File: src/rtl/branch_pkg.sv
// Shared types and constants for the branch sequencer: FSM state encoding,
// datapath width, sequential increment and the default reset PC.
package branch_pkg;

  localparam int XLEN        = 64;
  localparam int INSTR_BYTES = 4;

  localparam logic [XLEN-1:0] DEFAULT_RESET_PC = '0;

  typedef enum logic [1:0] {
    ST_RUN      = 2'd0,
    ST_BR_CALC  = 2'd1,
    ST_REDIRECT = 2'd2,
    ST_ERR      = 2'd3
  } state_t;

endpackage

File: src/rtl/pc_adder.sv
// The single shared adder of the sequencer: a + b modulo 2^XLEN, used both
// for PC increment and for branch-target computation.
module pc_adder #(
  parameter int XLEN = 64
) (
  input  logic [XLEN-1:0] a,
  input  logic [XLEN-1:0] b,
  output logic [XLEN-1:0] sum
);

  // Two's-complement wrap gives signed-offset addition for free.
  assign sum = a + b;

endmodule

File: src/rtl/branch_sequencer.sv
// Program-counter owner: steps the PC for fetch, resolves taken branches
// through one shared adder and pulses redirect when the PC is retargeted.
module branch_sequencer
  import branch_pkg::*;
#(
  parameter int                     XLEN        = branch_pkg::XLEN,
  parameter logic [XLEN-1:0]        RESET_PC    = branch_pkg::DEFAULT_RESET_PC,
  parameter int                     INSTR_BYTES = branch_pkg::INSTR_BYTES
) (
  input  logic            clk,
  input  logic            reset,
  input  logic            advance,
  input  logic            stall,
  input  logic            br_valid,
  input  logic            br_taken,
  input  logic [XLEN-1:0] br_pc,
  input  logic [XLEN-1:0] br_offset,
  output logic            br_ready,
  output logic [XLEN-1:0] pc,
  output logic            pc_valid,
  output logic            redirect,
  output logic            misalign_err,
  output state_t          dbg_state
);

  if (RESET_PC[1:0] != 2'b00) begin : g_bad_reset_pc
    $error("branch_sequencer: RESET_PC must be 4-byte aligned");
  end

  state_t            state_q, state_d;
  logic [XLEN-1:0]   pc_q, pc_d;
  logic              pc_valid_q, pc_valid_d;
  logic              misalign_q, misalign_d;
  logic [XLEN-1:0]   opa_q, opa_d;
  logic [XLEN-1:0]   opb_q, opb_d;
  logic [XLEN-1:0]   target_q, target_d;
  logic [XLEN-1:0]   add_a, add_b, add_sum;

  pc_adder #(.XLEN(XLEN)) u_pc_adder (
    .a   (add_a),
    .b   (add_b),
    .sum (add_sum)
  );

  // Handshake: a branch request transfers on the rising edge where
  // br_valid && br_ready; br_ready depends only on the state (high in RUN),
  // and the requester keeps br_pc/br_offset/br_taken stable until then.
  assign br_ready     = (state_q == ST_RUN);
  assign redirect     = (state_q == ST_REDIRECT);
  assign pc           = pc_q;
  assign pc_valid     = pc_valid_q;
  assign misalign_err = misalign_q;
  assign dbg_state    = state_q;

  always_comb begin
    state_d    = state_q;
    pc_d       = pc_q;
    pc_valid_d = pc_valid_q;
    misalign_d = misalign_q;
    opa_d      = opa_q;
    opb_d      = opb_q;
    target_d   = target_q;
    add_a      = opa_q;
    add_b      = opb_q;

    case (state_q)
      ST_RUN: begin
        add_a = pc_q;
        add_b = XLEN'(INSTR_BYTES);
        if (br_valid && br_taken) begin
          opa_d      = br_pc;
          opb_d      = br_offset;
          pc_valid_d = 1'b0;
          state_d    = ST_BR_CALC;
        end else if (advance && !stall) begin
          // A not-taken branch is consumed here without touching the PC.
          pc_d = add_sum;
        end
      end
      ST_BR_CALC: begin
        target_d = add_sum;
        if (add_sum[1:0] != 2'b00) begin
          misalign_d = 1'b1;
          state_d    = ST_ERR;
        end else begin
          state_d = ST_REDIRECT;
        end
      end
      ST_REDIRECT: begin
        pc_d       = target_q;
        pc_valid_d = 1'b1;
        state_d    = ST_RUN;
      end
      ST_ERR: begin
        pc_valid_d = 1'b0;
      end
      default: state_d = ST_RUN;
    endcase
  end

  always_ff @(posedge clk) begin
    if (reset) begin
      state_q    <= ST_RUN;
      pc_q       <= RESET_PC;
      pc_valid_q <= 1'b1;
      misalign_q <= 1'b0;
      opa_q      <= '0;
      opb_q      <= '0;
      target_q   <= '0;
    end else begin
      state_q    <= state_d;
      pc_q       <= pc_d;
      pc_valid_q <= pc_valid_d;
      misalign_q <= misalign_d;
      opa_q      <= opa_d;
      opb_q      <= opb_d;
      target_q   <= target_d;
    end
  end

endmodule

File: config.mk
export PLATFORM = sky130hd
export DESIGN_NAME = branch_sequencer
export DESIGN_NICKNAME = d
export VERILOG_FILES = /design/src/rtl/branch_pkg.sv /design/src/rtl/pc_adder.sv /design/src/rtl/branch_sequencer.sv
export SDC_FILE = /design/constraint.sdc
export NUM_CORES = 1
export LEC_CHECK = 0
export ABC_AREA = 1
export ABC_CLOCK_PERIOD_IN_PS = 8880
export BUFFER_PORTS_ARGS = -buffer_cell sky130_fd_sc_hd__buf_4
export CELL_PAD_IN_SITES_DETAIL_PLACEMENT = 1
export CELL_PAD_IN_SITES_GLOBAL_PLACEMENT = 2
export CORE_UTILIZATION = 33
export DETAILED_ROUTE_END_ITERATION = 8
export PLACE_DENSITY = 0.95
export SETUP_SLACK_MARGIN = 0.02
export SYNTH_ARGS = -nofsm -noshare
export SYNTH_HDL_FRONTEND = slang
export SYNTH_HIERARCHICAL = 1
export SYNTH_SLANG_ARGS = --single-unit
File: constraint.sdc
create_clock -name clk -period 8.88 [get_ports clk]
set_input_delay 0.444 -clock clk [delete_from_list [all_inputs] [get_ports clk]]
set_output_delay 0.444 -clock clk [all_outputs]
set_load 0.01 [all_outputs]
# --- Word-level counts from Yosys, hierarchy flattened ---
# Cells that the tools add are included.
word_totals:
  regBits: 260
  input_bits: 134
  out_inout_bits: 70
  wordCells: 37
op_classes:
  addsub: 1
  eq_ne: 6
  n_mux: 10
  n_reduce_logical: 13
ops:
  columns: ["cell", "count"]
  rows:
  - ["$mux 64", 4]
  - ["$pmux 64 s2", 1]
  - ["$add 64x64->64", 1]
  - ["$reduce_and 2->1", 4]
  - ["$pmux 2 s3", 1]
  - ["$reduce_bool 3->1", 2]
  - ["$eq 2x2->1 const B", 2]
  - ["$ne 2x1->1 const B", 2]
  - ["$reduce_bool 2->1", 2]
  - ["$pmux 1 s3", 1]
  - ["$reduce_and 3->1", 1]
  - ["$eq 2x1->1 const B", 1]
  - ["$logic_and 1x1->1", 2]
  - ["$logic_not 2->1", 1]
  - ["$mux 1", 2]
  - ["$mux 2", 1]
  - ["$ne 2x2->1 const B", 1]
  - ["$logic_not 1->1", 1]

# --- Longest topological paths before layout ---
depth:
  depth_word: 6
  mapped_depth: 23
  ltp_nobuf: 22

# --- Cells and area by module ---
# The synthesis kept the hierarchy.
by_module_without_submodules:
  columns: ["mod", "n_inst", "cells_per_inst", "area_each_um2", "seq_area_each_um2"]
  rows:
  - ["branch_sequencer", 1, 1659, 10976.8, 5205.0]
  - ["pc_adder", 1, 1285, 5939.4, 0.0]

# --- Least setup slack after synthesis ---
# OpenSTA, ideal clock, no wires.
synth_timing:
  path_type: "flip-flop to flip-flop"
  start: "reg state_q[1] (netlist: dbg_state[1])"
  end: "reg pc_q[44] (netlist: pc[44])"
  setup_ns: 0.113
  arrival_time_ns: 2.831
  required_time_ns: 8.767
  slack_ns: 5.937
  path_stages_with_launch: 24
  n_path_buf: 2
  period_less_slack_ns: 2.943
  path_cell_list: "dfxtp_1 nor2_2 inv_1 buf_2 clkbuf_1 o21ai_0 ha_1 fa_1 nand3_1 nand3_2 nand2_1 nand2_2 nand2_1 nand2_1 nand2_1 nand2_2 nand2_1 nand2_1 nand2_1 nand2_1 nand2_1 o21ai_0 nor2_1 nor2_1"
synth_between:
  elab_chain_cells: 6
  elab_cells_between_ends: 12
  cone_classes: "add/sub: 1; eq/ne: 3; mux: 5; reduce/logical: 3"
synth_rtl:
  columns: ["item", "line", "rtl"]
  rows:
  - ["start, declared", "branch_sequencer.sv:30", "state_t state_q, state_d;"]
  - ["start signal, assigned", "branch_sequencer.sv:111", "state_q <= state_d;"]
  - ["$logic_not 2->1", "branch_sequencer.sv:66", "case (state_q)"]
  - ["$mux 64", "branch_sequencer.sv:66", null]
  - ["via add_a[0]", "branch_sequencer.sv:37", "logic [XLEN-1:0] add_a, add_b, add_sum;"]
  - ["$add 64x64->64", "pc_adder.sv:12", "assign sum = a + b;"]
  - ["via add_sum[44]", "branch_sequencer.sv:37", null]
  - ["$mux 64", "branch_sequencer.sv:75", "end else if (advance && !stall) begin"]
  - ["$mux 64", "branch_sequencer.sv:70", "if (br_valid && br_taken) begin"]
  - ["$pmux 64 s2", "branch_sequencer.sv:66", null]
  - ["end signal, assigned", "branch_sequencer.sv:112", "pc_q <= pc_d;"]
  - ["end, declared", "branch_sequencer.sv:31", "logic [XLEN-1:0] pc_q, pc_d;"]
# The timed path passes the listed nets, and every way through them passes these cells. The select of a mux whose other input is x is not followed.
# A chain may end at the register's enable or synchronous reset.

# --- Worst setup path after layout ---
layout_timing:
  start: "reg state_q[1] (netlist: dbg_state[1])"
  end: "reg pc_q[38] (netlist: pc[38])"
# Same word-level chain as after synthesis.

==> impl_metrics.py <==
metrics = {
    "synthesis": {
        "netlist_area_um2": 16920,
        "yosysTopAreaCell": "dfxtp_1",
        "synth_flop_cell": "dfxtp_1",
        "yosysMostFrequentCell": "nand2_1",
        "ys_seq_area_frac": 0.3077,
        "ys_warn_count": 6,
        "synth_edf_count": 0,
        "syn_area_per_cell_um2": 5.746,
        "synth_common_cells": "nand2_1 (940), nor2_1 (501), inv_1 (476), o21ai_0 (281), dfxtp_1 (260)",
        "synth_top_area_share": 0.3077,
        "synth_area_leaders": "dfxtp_1 (31%), nand2_1 (21%), nor2_1 (11%)",
        "syn_nets": 3142,
        "synth.distinct_cells": 27,
        "netlist_instances": 2944,
        "synth-seq-cells": 260,
        "async_flop_share": 0,
    },
    "run": {
        "maxCapViolCount": 0,
    },
    "finish": {
        "fillerInstances": 6783,
        "post-route-util": 0.3964,
        "fin_nets": 3273,
        "area_growth_pct": 18.05,
        "drive_above_1_share": 0.1085,
        "fin_cells": 3770,
        "seq_area_um2": 5205,
        "multi_input_area_um2": 9464,
        "diodes": 0,
    },
    "drt": {
        "met3_length_mm": 1.948,
        "dr_wl_met2_mm": 29.69,
        "drc": 0,
        "final_antenna_net_count": 0,
        "drt_wl_total_mm": 63.81,
        "highest_layer": "met4",
        "drt_iter0_drc": 830,
        "wl_met1_mm": 31.27,
        "dr_total_vias": 17936,
        "post_drt_wl_per_cell_um": 16.93,
        "viasPerCell": 4.758,
        "drt_pass1_iterations": 4,
    },
    "global_routing": {
        "grt_max_degree": 101,
        "antenna_found_initial": 0,
        "grt_pass1_wl_mm": 102.9,
        "overflow": 0,
        "grt_pass1_vias": 18862,
        "gr-usage-all-layers": 0.2446,
    },
    "setup_path": {
        "cpMostUsedCell": "nand2_1",
        "r2r-start": "dbg_state[1]",
        "reg2reg_slack_ps": 4440,
        "regToRegEndpoint": "pc[38]",
        "start_kind": "register",
        "crit_chain": "nor2_4, clkinv_2, buf_4, buf_4, o21ai_0, ha_1, fa_1, nand3_1, nand3_2, nand2_1, nand2_1, nand2_1, nand3_2, nand3_1, nand2_1, nand2_1, nand2_1, nand2_1, o21ai_0, nor2_1, nor2_1",
        "critical_path_class": "register to register",
        "cp_slowest_stage_delay_ps": 630,
        "r2r_cells": 21,
        "path_max_fanout": 70,
        "arrival_ps": 4900,
        "crit_path_end_kind": "register",
        "cp_top_family": "simple AND/OR/NAND/NOR gates",
        "worst-path-buf-inv": 3,
        "slowest_stage": "buf_4",
        "required_ps": 9350,
    },
    "min_path": {
        "min_to": "target_q[0]",
        "hp-class": "input pin to register",
        "whs_path_depth": 2,
        "hold_start": "reset",
    },
    "die": {
        "core-area_um2": 50380,
        "die_y_um": 228.4,
        "rows": 82,
        "start_util": 0.3358,
        "die-area_um2": 52170,
        "io_pins": 204,
        "die_x_um": 228.4,
    },
    "outcome": {
        "status": "finished clean",
    },
    "clock_network": {
        "cts_tree": "yes",
        "cts_sinks": 260,
        "ctsHoldBuffers": 0,
        "postCtsSetupBuffers": 0,
        "htree_levels": 1,
        "ctsResizeCount": 0,
        "insertion_delay_ps": 590,
        "clk_path_buf_depth": 3,
        "path_clk_slew_ps": 60,
        "ctsRootBufferMaster": "clkbuf_16",
        "numCtsBuffers": 30,
    },
    "power": {
        "p_comb_frac": 0.404,
        "switching_share": 0.4103,
        "ir_worst_vdd_mv": 0.1417,
        "p_int_mw": 2.806,
        "power.switching_mw": 1.953,
        "leakagePower_nw": 10.61,
        "power_frac_seq": 0.323,
        "power_density_nw_per_um2": 238.3,
        "clockPowerShare": 0.273,
    },
    "timing": {
        "maxSlewHeadroom": 0.2735,
        "setup-violations-final": 0,
        "period_minus_slack_ps": 4436,
        "worst_pin_slew_ps": 1090,
        "finClkSkew_ps": 20.38,
        "post-route-period-util": 0.4995,
        "tns_ps": 0,
        "rsz0062_at_grt": "no",
        "clock.fmax_mhz": 225.5,
        "slew_viol_final": 0,
        "hold_viol": 0,
    },
    "placement": {
        "routabilityCongestion": 0.9172,
        "placed_cells": 3715,
        "portBuffers": 203,
        "hpwl_mm": 49.01,
    },
}
-- how the worst max path moves through the flow --
| stage | from | depth (start not counted) | slack, ps | endpoint |
|---|---|---|---|---|
| global route | dbg_state[1] | 23 | 4050 | pc[44] |
| CTS | dbg_state[1] | 21 | 4380 | pc[56] |
| detailed placement | dbg_state[1] | 21 | 4420 | pc[56] |
| global placement | dbg_state[1] | 21 | 4490 | pc[56] |
| finish | dbg_state[1] | 21 | 4440 | pc[38] |
| floorplan | dbg_state[1] | 23 | 5940 | pc[44] |
-- sequential cells by signal, summed over array words and instances, names as in the netlist --
name          count
opa_q            64
target_q         64
opb_q            64
pc               64
pc_valid          1
dbg_state         2
misalign_err      1
-- placed cells by master, fill, tap and decap left out, types with 10 or more instances in the layout --
master	Yosys	routed
ha_1	63	63
nand3_2	10	10
xor2_1	31	31
dfxtp_1	260	260
clkbuf_16	0	31
nand3_1	51	50
nand2_1	940	940
nand2_2	26	25
nor2_2	16	15
nor3_1	12	12
inv_1	476	473
o21ai_0	281	281
buf_4	2	216
a21oi_1	131	131
nor2_1	501	501
nand4_1	13	13
-- power by group through the flow --
stage          sequential, mW  clock [mW]  combinational (mW)
6_report                 1.54        1.30                1.92
2_1_floorplan            1.56           0                1.23
3_3_place_gp             1.55           0                1.87
4_1_cts                  1.54        1.33                1.95
5_1_grt                  1.56        1.38                2.17
3_5_place_dp             1.56           0                1.93
-- cell families after synthesis --
family / synth area share
flip-flops: 0.3077
AO/OA/AOI/OAI: 0.1232
XOR/XNOR: 0.01657
buffers and inverters: 0.1347
AND/OR/NAND/NOR: 0.3700
adder cells (fa/ha/maj): 0.04778
-- layout make-up --
class	count	share of cell area
flip-flops and latches	260	0.2607
clock buffers	41	0.04474
clock inverters	14	0.006955
repair buffers	216	0.08120
well taps	672	0.04211
inverters	479	0.09041
multi-input cells	2088	0.4739
-- through the flow --
step                      area (µm²)  hold slack [ps]  power, mW  worst slack [ps]
after floorplan                16920            424.5      2.791              5937
after global placement         18940            434.1      3.417              4491
after detailed placement       18940            443.1      3.486              4415
after CTS                      19970            81.52      4.817              4379
after global routing           19970            109.1      5.115              4045
final                          19970            108.6      4.759              4444
-- metal layers --
layer,track usage,vias up
li1,-,9144
met1,0.3319,8459
met2,0.4237,271
met3,0.02071,62
met4,0.04488,0
met5,0,-
Power figures use the tool's default switching activity.
